$ cat src/rtl/alu_exec_stage.sv
// alu_exec_stage: execute stage between the register bank and writeback.
// Single-cycle ALU ops, bit-serial shifts and, when ALU_MUL_EN is defined,
// a 32-step shift-add multiplier. Without ALU_MUL_EN opcode 1010 is illegal.
module alu_exec_stage #(
  parameter int DATA_W  = 32,
  parameter int SHAMT_W = 5
) (
  input  logic              clk,
  input  logic              rst_n,
  input  logic              start,
  input  logic [3:0]        opcode,
  input  logic [DATA_W-1:0] source_1,
  input  logic [DATA_W-1:0] source_2,
  input  logic [3:0]        dest_in,
  output logic              busy,
  output logic              done,
  output logic [DATA_W-1:0] result,
  output logic [3:0]        dest_out,
  output logic              wr_en,
  output logic              err,
  output logic [3:0]        flags
);

  localparam logic [3:0] OP_ADD = 4'd0, OP_SUB = 4'd1, OP_AND = 4'd2,
                         OP_ORR = 4'd3, OP_EOR = 4'd4, OP_MOV = 4'd5,
                         OP_LSL = 4'd6, OP_LSR = 4'd7, OP_ASR = 4'd8,
                         OP_CMP = 4'd9, OP_MUL = 4'd10;

  typedef enum logic [1:0] {
    S_IDLE  = 2'd0,
    S_SHIFT = 2'd1,
    S_DONE  = 2'd2
`ifdef ALU_MUL_EN
    , S_MUL = 2'd3
`endif
  } state_t;

  state_t              state_q, state_d;
  logic [3:0]          op_q, op_d;
  logic [DATA_W-1:0]   a_q, a_d;      // operand A; shift value / multiplicand
  logic [DATA_W-1:0]   b_q, b_d;      // operand B; multiplier
  logic [SHAMT_W-1:0]  cnt_q, cnt_d;  // remaining shift / multiply steps
  logic                c_q, c_d;      // last bit shifted out
  logic [3:0]          dest_q, dest_d;
  logic                done_q, done_d;
  logic                wr_en_q, wr_en_d;
  logic                err_q, err_d;
  logic [DATA_W-1:0]   result_q, result_d;
  logic [3:0]          dest_out_q, dest_out_d;
  logic [3:0]          flags_q, flags_d;
`ifdef ALU_MUL_EN
  logic [DATA_W-1:0]   acc_q, acc_d;  // partial product
`endif

  logic [DATA_W:0]     add_ext, sub_ext;
  logic [DATA_W-1:0]   res;
  logic [3:0]          nf;
  logic                legal, wr;
  logic                is_shift;

  assign add_ext  = {1'b0, a_q} + {1'b0, b_q};
  assign sub_ext  = {1'b0, a_q} + {1'b0, ~b_q} + (DATA_W+1)'(1);
  assign is_shift = (opcode == OP_LSL) || (opcode == OP_LSR) || (opcode == OP_ASR);

  assign busy     = (state_q != S_IDLE);
  assign done     = done_q;
  assign wr_en    = wr_en_q;
  assign err      = err_q;
  assign result   = result_q;
  assign dest_out = dest_out_q;
  assign flags    = flags_q;

  // Next-state, datapath stepping and completion outputs.
  always_comb begin
    state_d    = state_q;
    op_d       = op_q;
    a_d        = a_q;
    b_d        = b_q;
    cnt_d      = cnt_q;
    c_d        = c_q;
    dest_d     = dest_q;
    done_d     = 1'b0;
    wr_en_d    = 1'b0;
    err_d      = 1'b0;
    result_d   = result_q;
    dest_out_d = dest_out_q;
    flags_d    = flags_q;
`ifdef ALU_MUL_EN
    acc_d      = acc_q;
`endif
    res        = '0;
    nf         = flags_q;
    legal      = 1'b1;
    wr         = 1'b1;
    case (state_q)
      S_IDLE: begin
        if (start) begin
          op_d    = opcode;
          a_d     = source_1;
          b_d     = source_2;
          dest_d  = dest_in;
          cnt_d   = source_2[SHAMT_W-1:0];
          c_d     = flags_q[1];           // zero-length shift keeps C
          state_d = S_DONE;
          if (is_shift && (source_2[SHAMT_W-1:0] != '0)) state_d = S_SHIFT;
`ifdef ALU_MUL_EN
          if (opcode == OP_MUL) begin
            state_d = S_MUL;
            cnt_d   = SHAMT_W'(DATA_W-1);
            acc_d   = '0;
          end
`endif
        end
      end
      S_SHIFT: begin
        case (op_q)
          OP_LSL:  begin c_d = a_q[DATA_W-1]; a_d = a_q << 1; end
          OP_LSR:  begin c_d = a_q[0];        a_d = a_q >> 1; end
          default: begin c_d = a_q[0];        a_d = {a_q[DATA_W-1], a_q[DATA_W-1:1]}; end
        endcase
        cnt_d = cnt_q - SHAMT_W'(1);
        if (cnt_q == SHAMT_W'(1)) state_d = S_DONE;
      end
`ifdef ALU_MUL_EN
      S_MUL: begin
        if (b_q[0]) acc_d = acc_q + a_q;
        a_d   = a_q << 1;
        b_d   = b_q >> 1;
        cnt_d = cnt_q - SHAMT_W'(1);
        if (cnt_q == '0) state_d = S_DONE;
      end
`endif
      S_DONE: begin
        case (op_q)
          OP_ADD: begin
            res   = add_ext[DATA_W-1:0];
            nf[1] = add_ext[DATA_W];
            nf[0] = (a_q[DATA_W-1] == b_q[DATA_W-1]) && (res[DATA_W-1] != a_q[DATA_W-1]);
          end
          OP_SUB, OP_CMP: begin
            res   = sub_ext[DATA_W-1:0];
            nf[1] = sub_ext[DATA_W];
            nf[0] = (a_q[DATA_W-1] != b_q[DATA_W-1]) && (res[DATA_W-1] != a_q[DATA_W-1]);
            wr    = (op_q != OP_CMP);
          end
          OP_AND: res = a_q & b_q;
          OP_ORR: res = a_q | b_q;
          OP_EOR: res = a_q ^ b_q;
          OP_MOV: res = b_q;
          OP_LSL, OP_LSR, OP_ASR: begin
            res   = a_q;
            nf[1] = c_q;
          end
`ifdef ALU_MUL_EN
          OP_MUL: res = acc_q;
`endif
          default: legal = 1'b0;
        endcase
        nf[3]      = res[DATA_W-1];
        nf[2]      = (res == '0);
        done_d     = 1'b1;
        dest_out_d = dest_q;
        state_d    = S_IDLE;
        if (legal) begin
          result_d = res;
          flags_d  = nf;
          wr_en_d  = wr;
        end else begin
          result_d = '0;
          err_d    = 1'b1;
        end
      end
      default: state_d = S_IDLE;
    endcase
  end

  // State and datapath registers; reset aborts any operation in flight.
  always_ff @(posedge clk or negedge rst_n) begin
    if (!rst_n) begin
      state_q    <= S_IDLE;
      op_q       <= '0;
      a_q        <= '0;
      b_q        <= '0;
      cnt_q      <= '0;
      c_q        <= 1'b0;
      dest_q     <= '0;
      done_q     <= 1'b0;
      wr_en_q    <= 1'b0;
      err_q      <= 1'b0;
      result_q   <= '0;
      dest_out_q <= '0;
      flags_q    <= '0;
`ifdef ALU_MUL_EN
      acc_q      <= '0;
`endif
    end else begin
      state_q    <= state_d;
      op_q       <= op_d;
      a_q        <= a_d;
      b_q        <= b_d;
      cnt_q      <= cnt_d;
      c_q        <= c_d;
      dest_q     <= dest_d;
      done_q     <= done_d;
      wr_en_q    <= wr_en_d;
      err_q      <= err_d;
      result_q   <= result_d;
      dest_out_q <= dest_out_d;
      flags_q    <= flags_d;
`ifdef ALU_MUL_EN
      acc_q      <= acc_d;
`endif
    end
  end

endmodule

$ cat config.mk
export PLATFORM = sky130hd
export DESIGN_NAME = alu_exec_stage
export DESIGN_NICKNAME = d
export VERILOG_FILES = /design/src/rtl/alu_exec_stage.sv
export SDC_FILE = /design/constraint.sdc
export NUM_CORES = 1
export LEC_CHECK = 0
export CAP_MARGIN = 30
export CELL_PAD_IN_SITES_DETAIL_PLACEMENT = 1
export CELL_PAD_IN_SITES_GLOBAL_PLACEMENT = 2
export CORE_ASPECT_RATIO = 2
export CORE_MARGIN = 5
export CORE_UTILIZATION = 37
export DETAILED_ROUTE_END_ITERATION = 16
export PLACE_DENSITY = 0.95
export SETUP_SLACK_MARGIN = 0.3
export SYNTH_ARGS = -nofsm -noshare
export SYNTH_HDL_FRONTEND = slang
export SYNTH_SLANG_ARGS = --single-unit
$ cat constraint.sdc
create_clock -name clk -period 6.9 [get_ports clk]
set_input_delay 2.07 -clock clk [delete_from_list [all_inputs] [get_ports clk]]
set_output_delay 2.07 -clock clk [all_outputs]
set_load 0.05 [all_outputs]
# ---- Word-level counts from Yosys, hierarchy flattened
# Index checks and enable logic that the tools add are counted.
dict set report op_classes {
  n_bitwise 4
  reduce_logical 23
  n_mux 25
  n_eq_ne 23
  n_addsub 4
}
# op n
set op_table {}
lappend op_table {{case mux 32 bit (7 select lines)} 1}
lappend op_table {{case mux 32 bit (2 select lines)} 2}
lappend op_table {{two-way mux 32 bit} 3}
lappend op_table {{adder 32 x 32 -> 33 bit} 2}
lappend op_table {{adder 33 x 1 -> 33 bit (second input constant)} 1}
lappend op_table {{bitwise AND 32 bit} 1}
lappend op_table {{zero test 32 bit} 1}
lappend op_table {{inverter 32 bit} 1}
lappend op_table {{bitwise OR 32 bit} 1}
lappend op_table {{bitwise XOR 32 bit} 1}
lappend op_table {{== test 4 x 3 -> 1 bit (second input constant)} 6}
lappend op_table {{== test 4 bit (second input constant)} 3}
lappend op_table {{two-way mux 1 bit} 10}
lappend op_table {{case mux 5 bit (2 select lines)} 1}
lappend op_table {{OR reduction 10 bit} 1}
lappend op_table {{AND reduction 3 bit} 3}
lappend op_table {{== test 4 x 2 -> 1 bit (second input constant)} 2}
lappend op_table {{AND reduction 2 bit} 4}
lappend op_table {{two-way mux 2 bit} 3}
lappend op_table {{nonzero test 2 bit} 3}
lappend op_table {{== test 5 x 1 -> 1 bit (second input constant)} 1}
lappend op_table {{two-way mux 5 bit} 1}
lappend op_table {{nonzero test 5 bit} 1}
lappend op_table {{subtractor 5 x 1 -> 5 bit (second input constant)} 1}
lappend op_table {{other kinds (18)} 25}
dict set report totals {
  output_inout_bits 44
  input_bits 75
  elab_cells 95
  ff_bits 123
}

# ---- Longest topological paths before layout
# Gate-level depths: netlist (run 1).
dict set report logic_depth {
  ltp_word 7
  ltp_mapped 15
  ltp_nobuf 15
}

# ---- Worst setup path before layout (run 1)
# OpenSTA, ideal clock, no wires.
dict set report synth_timing {
  kind {register -> register}
  from {register a_q[0]}
  to {register flags_q[2] (netlist: flags[2])}
  setup_ns 0.066
  t_required_ns 6.834
  period_less_slack_ns 3.270
  n_path_buf 0
  slack_ns 3.630
  path_stages_with_launch 16
  arrival_time_ns 3.204
  cell_sequence {dfrtp_1 > inv_1 > ha_1 > inv_1 > fa_1 > nor2b_1 > o2111ai_1 > a211oi_2 > nor4_1 > nor2_1 > a2111o_1 > a2111oi_2 > a31oi_1 > nor4_1 > nand4_1 > nand2_1}
}
dict set report synth_between {
  elab_chain_len 5
  word_cells_on_any_way 9
  classes_between {add/sub: 3; mux: 2; bitwise: 3; reduce/logical: 1}
}
# item line
set synth_rtl {}
lappend synth_rtl {{start: declaration} 40} ;# logic [DATA_W-1:0] a_q, a_d;
lappend synth_rtl {{start signal: assignment} 182} ;# a_q <= '0;
lappend synth_rtl {{start signal: assignment} 199} ;# a_q <= a_d;
lappend synth_rtl {{adder 32 x 32 -> 33 bit} 62} ;# assign sub_ext = {1'b0, a_q} + {1'b0, ~b_q} + (DATA_W+1)'(1);
lappend synth_rtl {{adder 33 x 1 -> 33 bit} 62}
lappend synth_rtl {{case mux 32 bit (7 select lines) *} 134} ;# case (op_q)
lappend synth_rtl {{two-way mux 32 bit *} 95} ;# case (state_q)
lappend synth_rtl {{zero test 32 bit *} 160} ;# nf[2] = (res == '0);
lappend synth_rtl {{end signal: assignment} 209} ;# flags_q <= flags_d;
lappend synth_rtl {{end: declaration} 50} ;# logic [3:0] flags_q, flags_d;
# Every way passes the cells marked *; elsewhere a longest branch is shown, timed or not. The select of a mux whose other input is x is not followed.
# A chain may end at the register's enable or synchronous reset.

# ---- Final worst setup path (run 1)
dict set report layout_timing {
  from {register op_q[3]}
  to {register flags_q[2] (netlist: flags[2])}
}
dict set report layout_between {
  elab_chain_len 5
  word_cells_on_any_way 19
  classes_between {eq/ne: 9; mux: 4; reduce/logical: 6}
}
# item line
set layout_rtl {}
lappend layout_rtl {{start: declaration} 39} ;# logic [3:0] op_q, op_d;
lappend layout_rtl {{start signal: assignment} 198} ;# op_q <= op_d;
lappend layout_rtl {{== test 4 x 3 -> 1 bit (tied with other cells)} 134}
lappend layout_rtl {{OR reduction 3 bit (tied with other cells)} 134}
lappend layout_rtl {{case mux 32 bit (7 select lines) / two-way mux 1 bit (equally long branches)} 134}
lappend layout_rtl {{two-way mux 32 bit / two-way mux 1 bit (equally long branches)} 95}
lappend layout_rtl {{zero test 32 bit / AND reduction 2 bit (equally long branches)} -}
# Several ways; a longest one is shown, not always the timed one. The select of a mux whose other input is x is not followed.

==> results_dict.tcl, run 1 <==
set metrics [dict create \
    worstSetupPathType "reg -> reg" \
    drv_slew 0 \
    syn_area_per_cell_um2 7.62 \
    netlist_area_um2 11600 \
    async_reset_ff_share_pct 100 \
    path_max_fanout 19 \
    antenna_left 0 \
    maxSlewHeadroom_pct 29.7 \
    antenna_found_initial 2 \
    clk_pin_slew_worst_paths_ns 0.07 \
    routed_via_density 6.32 \
    areaGrowthSynthToFinish_pct 18.5 \
    fmax_mhz 202 \
    syn-instance-count 1517 \
    ys.flop_type "dfrtp_1" \
    io_buffers 118 \
    rows 91 \
    crit_chain "buf_4 -> nand3b_1 -> nand2_1 -> a222oi_1 -> o31ai_1 -> or3_1 -> nor4_1 -> and4_1 -> nand4_1 -> nor4b_1 -> nand4_1 -> nand2_1" \
    dpl_worst_slack_ns 2.12 \
    arrival_ns 5.35 \
    period_share_pct 71.7 \
    cts_tree "built" \
    cp.required_ns 7.30 \
    nFillCells 3758 \
    synth_common_cells "nand2_1, dfrtp_1, nor2_1" \
    die_h_um 260 \
    synth_edf_count 0 \
    pin_count 119 \
    htreeDepth 4 \
    crit_path_start_kind "flop" \
    hold_class "reg -> reg" \
    tightest_slew_ns 1.05 \
    worst_slack_ns 1.95 \
    maxCapViolations 0 \
    r2r_slack_ns 1.95 \
    start_util_pct 37.5 \
    synth_warnings 0 \
    synth_area_leaders "dfrtp_1, ha_1, nand2_1, o21ai_0, a21oi_1" \
    tritoncts.num_buffers 17 \
    synth_top_area_cell "dfrtp_1" \
    grt_max_degree 60 \
    grt_setup_unrepaired "no" \
    drtPass1Iterations 6 \
    cts_root_buf "clkbuf_16" \
    place_inst 1976 \
    routed_wl_mm 55.2 \
    via_count 12700 \
    status "finished clean" \
    core_area_um2 30900 \
    fin_cells 2009 \
    grt.total_usage_pct 31.1 \
    syn-num-nets 1701 \
    synth.distinct_cells 89 \
    dieArea_um2 35100 \
    grt.overflow.total 0 \
    slowest_delay_ns 0.78 \
    grt_pass1_vias 13500 \
    clock-sinks 123 \
    fin_setup_tns_ns 0 \
    setup-violations-final 0 \
    timing.final.crit_period_ns 4.95 \
    holdBufCountCts 0 \
    post_cts_buffers 0 \
    die_width_um 135 \
    ys_seq_area_share_pct 26.6 \
    final_nets 1761 \
    wl_per_cell_um 27.5 \
    synth_top_area_share_pct 26.6 \
    slowest_stage "nor4b_1" \
    final_hold_viol_count 0 \
    drt_iter0_drc 1003 \
    drcViolationCount 0 \
    cts_resized 0 \
    grt_pass1_wl_mm 82.2 \
    gp_congestion 0.997 \
    clk_latency_ns 0.47 \
    synth_most_common_cell "nand2_1" \
    drive_gt1_share_pct 6.54 \
    hpwl_mm 43.2 \
    clock_skew_ns 0.0110 \
    cts.path.max_buffers 2 \
    cp-end-kind "flop" \
    ys_seq_elements 123 \
]
## logic make-up after synthesis
| logic type | after synthesis | synth area share (%) |
|---|---|---|
| AND/OR/NAND/NOR | 522 | 20.9 |
| XOR/XNOR | 5 | 0.379 |
| flip-flops | 123 | 26.6 |
| adder cells (fa/ha/maj) | 109 | 11.9 |
| buffers and inverters | 209 | 7.37 |
| AO/OA/AOI/OAI | 542 | 32.1 |
| multiplexers | 7 | 0.628 |
## cell usage in the layout, fill, tap and decap left out, types with 8 or more instances in the layout
cell and instances:
nand3_1 24, nor4_1 14, nor2b_1 14, nand2_1 228, nand4_1 9, or2_2 11
inv_1 106, a221o_1 9, a31oi_1 46, o22ai_1 12, buf_4 21, o2111ai_1 10
a221oi_1 10, a21oi_1 105, and3_1 8, o21a_1 9, ha_1 107, o221ai_1 13
nor3_1 32, nand2b_1 13, o31ai_1 11, clkbuf_16 17, a211o_1 8, a22oi_1 17
clkdlybuf4s50_1 117, dfrtp_1 123, o211ai_1 28, a21o_1 24, a211oi_1 47, nor2_1 122
o21ai_0 108
## path summary, 6_finish.rpt
path / from / cells past startpoint / endpoint
worst max-delay path: op_q[3] / 12 / flags[2]
worst min-delay path: flags[2] / 2 / flags[2]
worst max register to register: op_q[3] / 12 / flags[2]
worst min register to register: flags[2] / 2 / flags[2]
max in group asynchronous: rst_n / 2 / wr_en
min in group asynchronous: rst_n / 1 / a_q[11]
## through the flow
stage          util [%]  hold slack (ns)  area [µm²]
2_1_floorplan         -            0.439       11600
3_3_place_gp       42.2            0.449       13000
3_5_place_dp       42.4            0.459       13100
4_1_cts            44.4            0.473       13700
5_1_grt            44.4            0.485       13700
6_report           44.4            0.468       13700
## cell type report
cell class                      instances  area [µm²]  share of cell area, %
Sequential cell                       123        3080                   22.5
Timing Repair Buffer                  144        1400                   10.2
Antenna cell                            1        2.50                 0.0183
Clock inverter                         15         181                   1.33
Tap cell                              418         523                   3.82
Multi-Input combinational cell       1185        7680                   56.1
Clock buffer                           17         425                   3.11
Inverter                              106         398                   2.91
## registers in the layout, indices dropped and copies added (netlist names)
signal	cells
err	1
wr_en	1
cnt_q	5
flags	4
c_q	1
b_q	32
a_q	32
dest_q	4
done	1
result	32
op_q	4
dest_out	4
state_q	2
## metal layers
| metal | part of all wire, % | vias to the layer above | GRT usage (%) |
|---|---|---|---|
| li1 | - | 5648 | - |
| met1 | 35 | 6322 | 31.4 |
| met2 | 53 | 504 | 57.3 |
| met3 | 4.5 | 224 | 4.68 |
| met4 | 7.9 | 0 | 21.7 |
| met5 | 0 | - | 0 |
## critical path, delay by kind of cell (launching register included)
| kind | cells | cell delay [ns] |
|---|---|---|
| simple gates | 9 | 3.07 |
| buf+inv | 1 | 0.36 |
| compound gates | 2 | 0.72 |
| flops | 1 | 0.74 |
Power of run 1 is left out: the tool's default activity adds up to more than one toggle a clock period on the data nets, which glitch-free logic cannot reach.
==> inputs of run 2 (changes only) <==
--- a/config.mk
+++ b/config.mk
@@ -10,9 +10,9 @@
 export CELL_PAD_IN_SITES_GLOBAL_PLACEMENT = 2
 export CORE_ASPECT_RATIO = 2
 export CORE_MARGIN = 5
-export CORE_UTILIZATION = 37
+export CORE_UTILIZATION = 34
 export DETAILED_ROUTE_END_ITERATION = 16
-export PLACE_DENSITY = 0.95
+export PLACE_DENSITY = 0.92
 export SETUP_SLACK_MARGIN = 0.3
 export SYNTH_ARGS = -nofsm -noshare
 export SYNTH_HDL_FRONTEND = slang
==> constraint.sdc (replaced) <==
create_clock -name clk -period 5.1 [get_ports clk]
set_input_delay 1.53 -clock clk [delete_from_list [all_inputs] [get_ports clk]]
set_output_delay 1.53 -clock clk [all_outputs]
set_load 0.05 [all_outputs]
==> results_dict.tcl, run 2 (synthesized netlist as in run 1, its figures left out) <==
set metrics [dict create \
    r2r_slack_ns 0.61 \
    htreeDepth 4 \
    fin_setup_tns_ns 0 \
    gp_congestion 1.03 \
    drt_iter0_drc 937 \
    hold_path_end "dest_out[0]" \
    worst_slack_ns 0.612 \
    final_common_cell "nand2_1" \
    maxSlewHeadroom_pct 31.8 \
    drive_gt1_share_pct 7.53 \
    clk_latency_ns 0.47 \
    hold_class "reg -> reg" \
    hold_slack_ns 0.466 \
    grtUsageMet3_pct 3.92 \
    rr_startpoint "a_q[0]" \
    final_cell_mix "nand2_1, dfrtp_1, nor2_1" \
    antenna_left 0 \
    crit_path_start_kind "flop" \
    via_count 12500 \
    final_hold_viol_count 0 \
    holdPathStages 2 \
    period_share_pct 88.0 \
    areaGrowthSynthToFinish_pct 19.3 \
    setup-violations-final 0 \
    die_h_um 271 \
    post_cts_buffers 0 \
    antenna_found_initial 1 \
    tritoncts.num_buffers 17 \
    gr-max-usage-layer "met2" \
    drtPass1Iterations 8 \
    maxCapViolations 0 \
    path_max_fanout 4 \
    wl_per_cell_um 26.2 \
    cp.required_ns 5.50 \
    tightest_slew_ns 1.02 \
    worstRegToRegCells 16 \
    cts_tree "built" \
    grt_pass1_wl_mm 80.3 \
    clock-sinks 123 \
    worstReg2RegEnd "flags[2]" \
    grt_pass1_vias 13400 \
    arrival_ns 4.89 \
    clk_pin_slew_worst_paths_ns 0.07 \
    final_nets 1777 \
    slowest_stage "o32ai_1" \
    seq_area_um2 3080 \
    drcViolationCount 0 \
    rows 95 \
    cts.path.max_buffers 2 \
    fmax_mhz 223 \
    dpl_worst_slack_ns 0.433 \
    slowest_delay_ns 0.51 \
    timing.final.crit_period_ns 4.49 \
    start_util_pct 34.4 \
    grt_use_met1_pct 29.1 \
    grt_setup_unrepaired "no" \
    cts_root_buf "clkbuf_16" \
    crit_chain "inv_1 -> ha_1 -> inv_1 -> fa_1 -> nor2b_1 -> o2111ai_1 -> a211oi_2 -> o31ai_1 -> a21oi_1 -> o32ai_1 -> and2_1 -> nand4_1 -> nor4b_2 -> buf_4 -> nand4_1 -> nand2_1" \
    status "finished clean" \
    clock_skew_ns 0.0128 \
    core_area_um2 33600 \
    min_from "dest_q[0]" \
    grt.total_usage_pct 27.5 \
    pin_count 119 \
    worstSetupPathType "reg -> reg" \
    drv_slew 0 \
    io_buffers 118 \
    grt.overflow.total 0 \
    cp-end-kind "flop" \
    hpwl_mm 41.6 \
    multi_input_area_um2 7680 \
    dieArea_um2 38000 \
    routed_via_density 6.12 \
    diodes 0 \
    routed_wl_mm 53.4 \
    die_width_um 140 \
    nFillCells 4116 \
    gr-usage-met2_pct 49.1 \
    grt_max_degree 79 \
]
-- run 2: cell count changes in the layout (fill, tap and decap cells not counted), moves of 2 or more --
cell        delta
inv_8          -3
clkinvlp_4     -2
clkinv_2       +2
clkinv_4       -2
inv_6          +6
buf_4         +18
-- run 2: what timing repair did --
item,CTS,global route
setup endpoints to repair,0,1
endpoints found under the hold margin,0,0
hold buffers,0,0
resized for setup,0,1
-- run 2: area by class of cell --
type	instances	area share (%)
clock inverter	15	1.07
clock buffer	17	3.08
sequential	123	22.3
timing repair buffer	160	11.0
inverter	106	2.89
multi-input combinational	1185	55.7
tap	436	3.96
-- run 2: worst max path at each step --
| stage | startpoint | end | slack (ns) | cells after the start |
|---|---|---|---|---|
| 2_1_floorplan | a_q[0] | flags[2] | 1.83 | 15 |
| 3_3_place_gp | a_q[0] | flags[2] | 0.18 | 16 |
| 3_5_place_dp | a_q[0] | flags[2] | 0.43 | 16 |
| 4_1_cts | a_q[0] | flags[2] | 0.40 | 16 |
| 5_1_grt | a_q[0] | flags[2] | 0.40 | 16 |
| 6_report | a_q[0] | flags[2] | 0.61 | 16 |
-- run 2: per-layer routing --
layer | part of all wire, % | wire, µm
met4 | 8.0 | 4290
met3 | 4.5 | 2400
met1 | 36 | 19400
met5 | 0 | 0
met2 | 51 | 27400
-- run 2: critical path: cells and delay by family, from the launching register on --
kind	cells	cell delay, ns
flip-flops	1	0.41
adder cells (fa/ha/maj)	2	0.62
AND/OR/NAND/NOR	6	1.17
buffers and inverters	3	0.39
AO/OA/AOI/OAI	5	1.83
-- run 2: metrics by stage --
stage / area (µm²) / utilization (%) / std cells
2_1_floorplan: 11600 / - / 1517
3_3_place_gp: 13200 / 39.2 / 2008
3_5_place_dp: 13200 / 39.3 / 2010
4_1_cts: 13800 / 41.0 / 2042
5_1_grt: 13800 / 41.0 / 2042
6_report: 13800 / 41.0 / 2042
Power of run 2 is left out for the same reason.
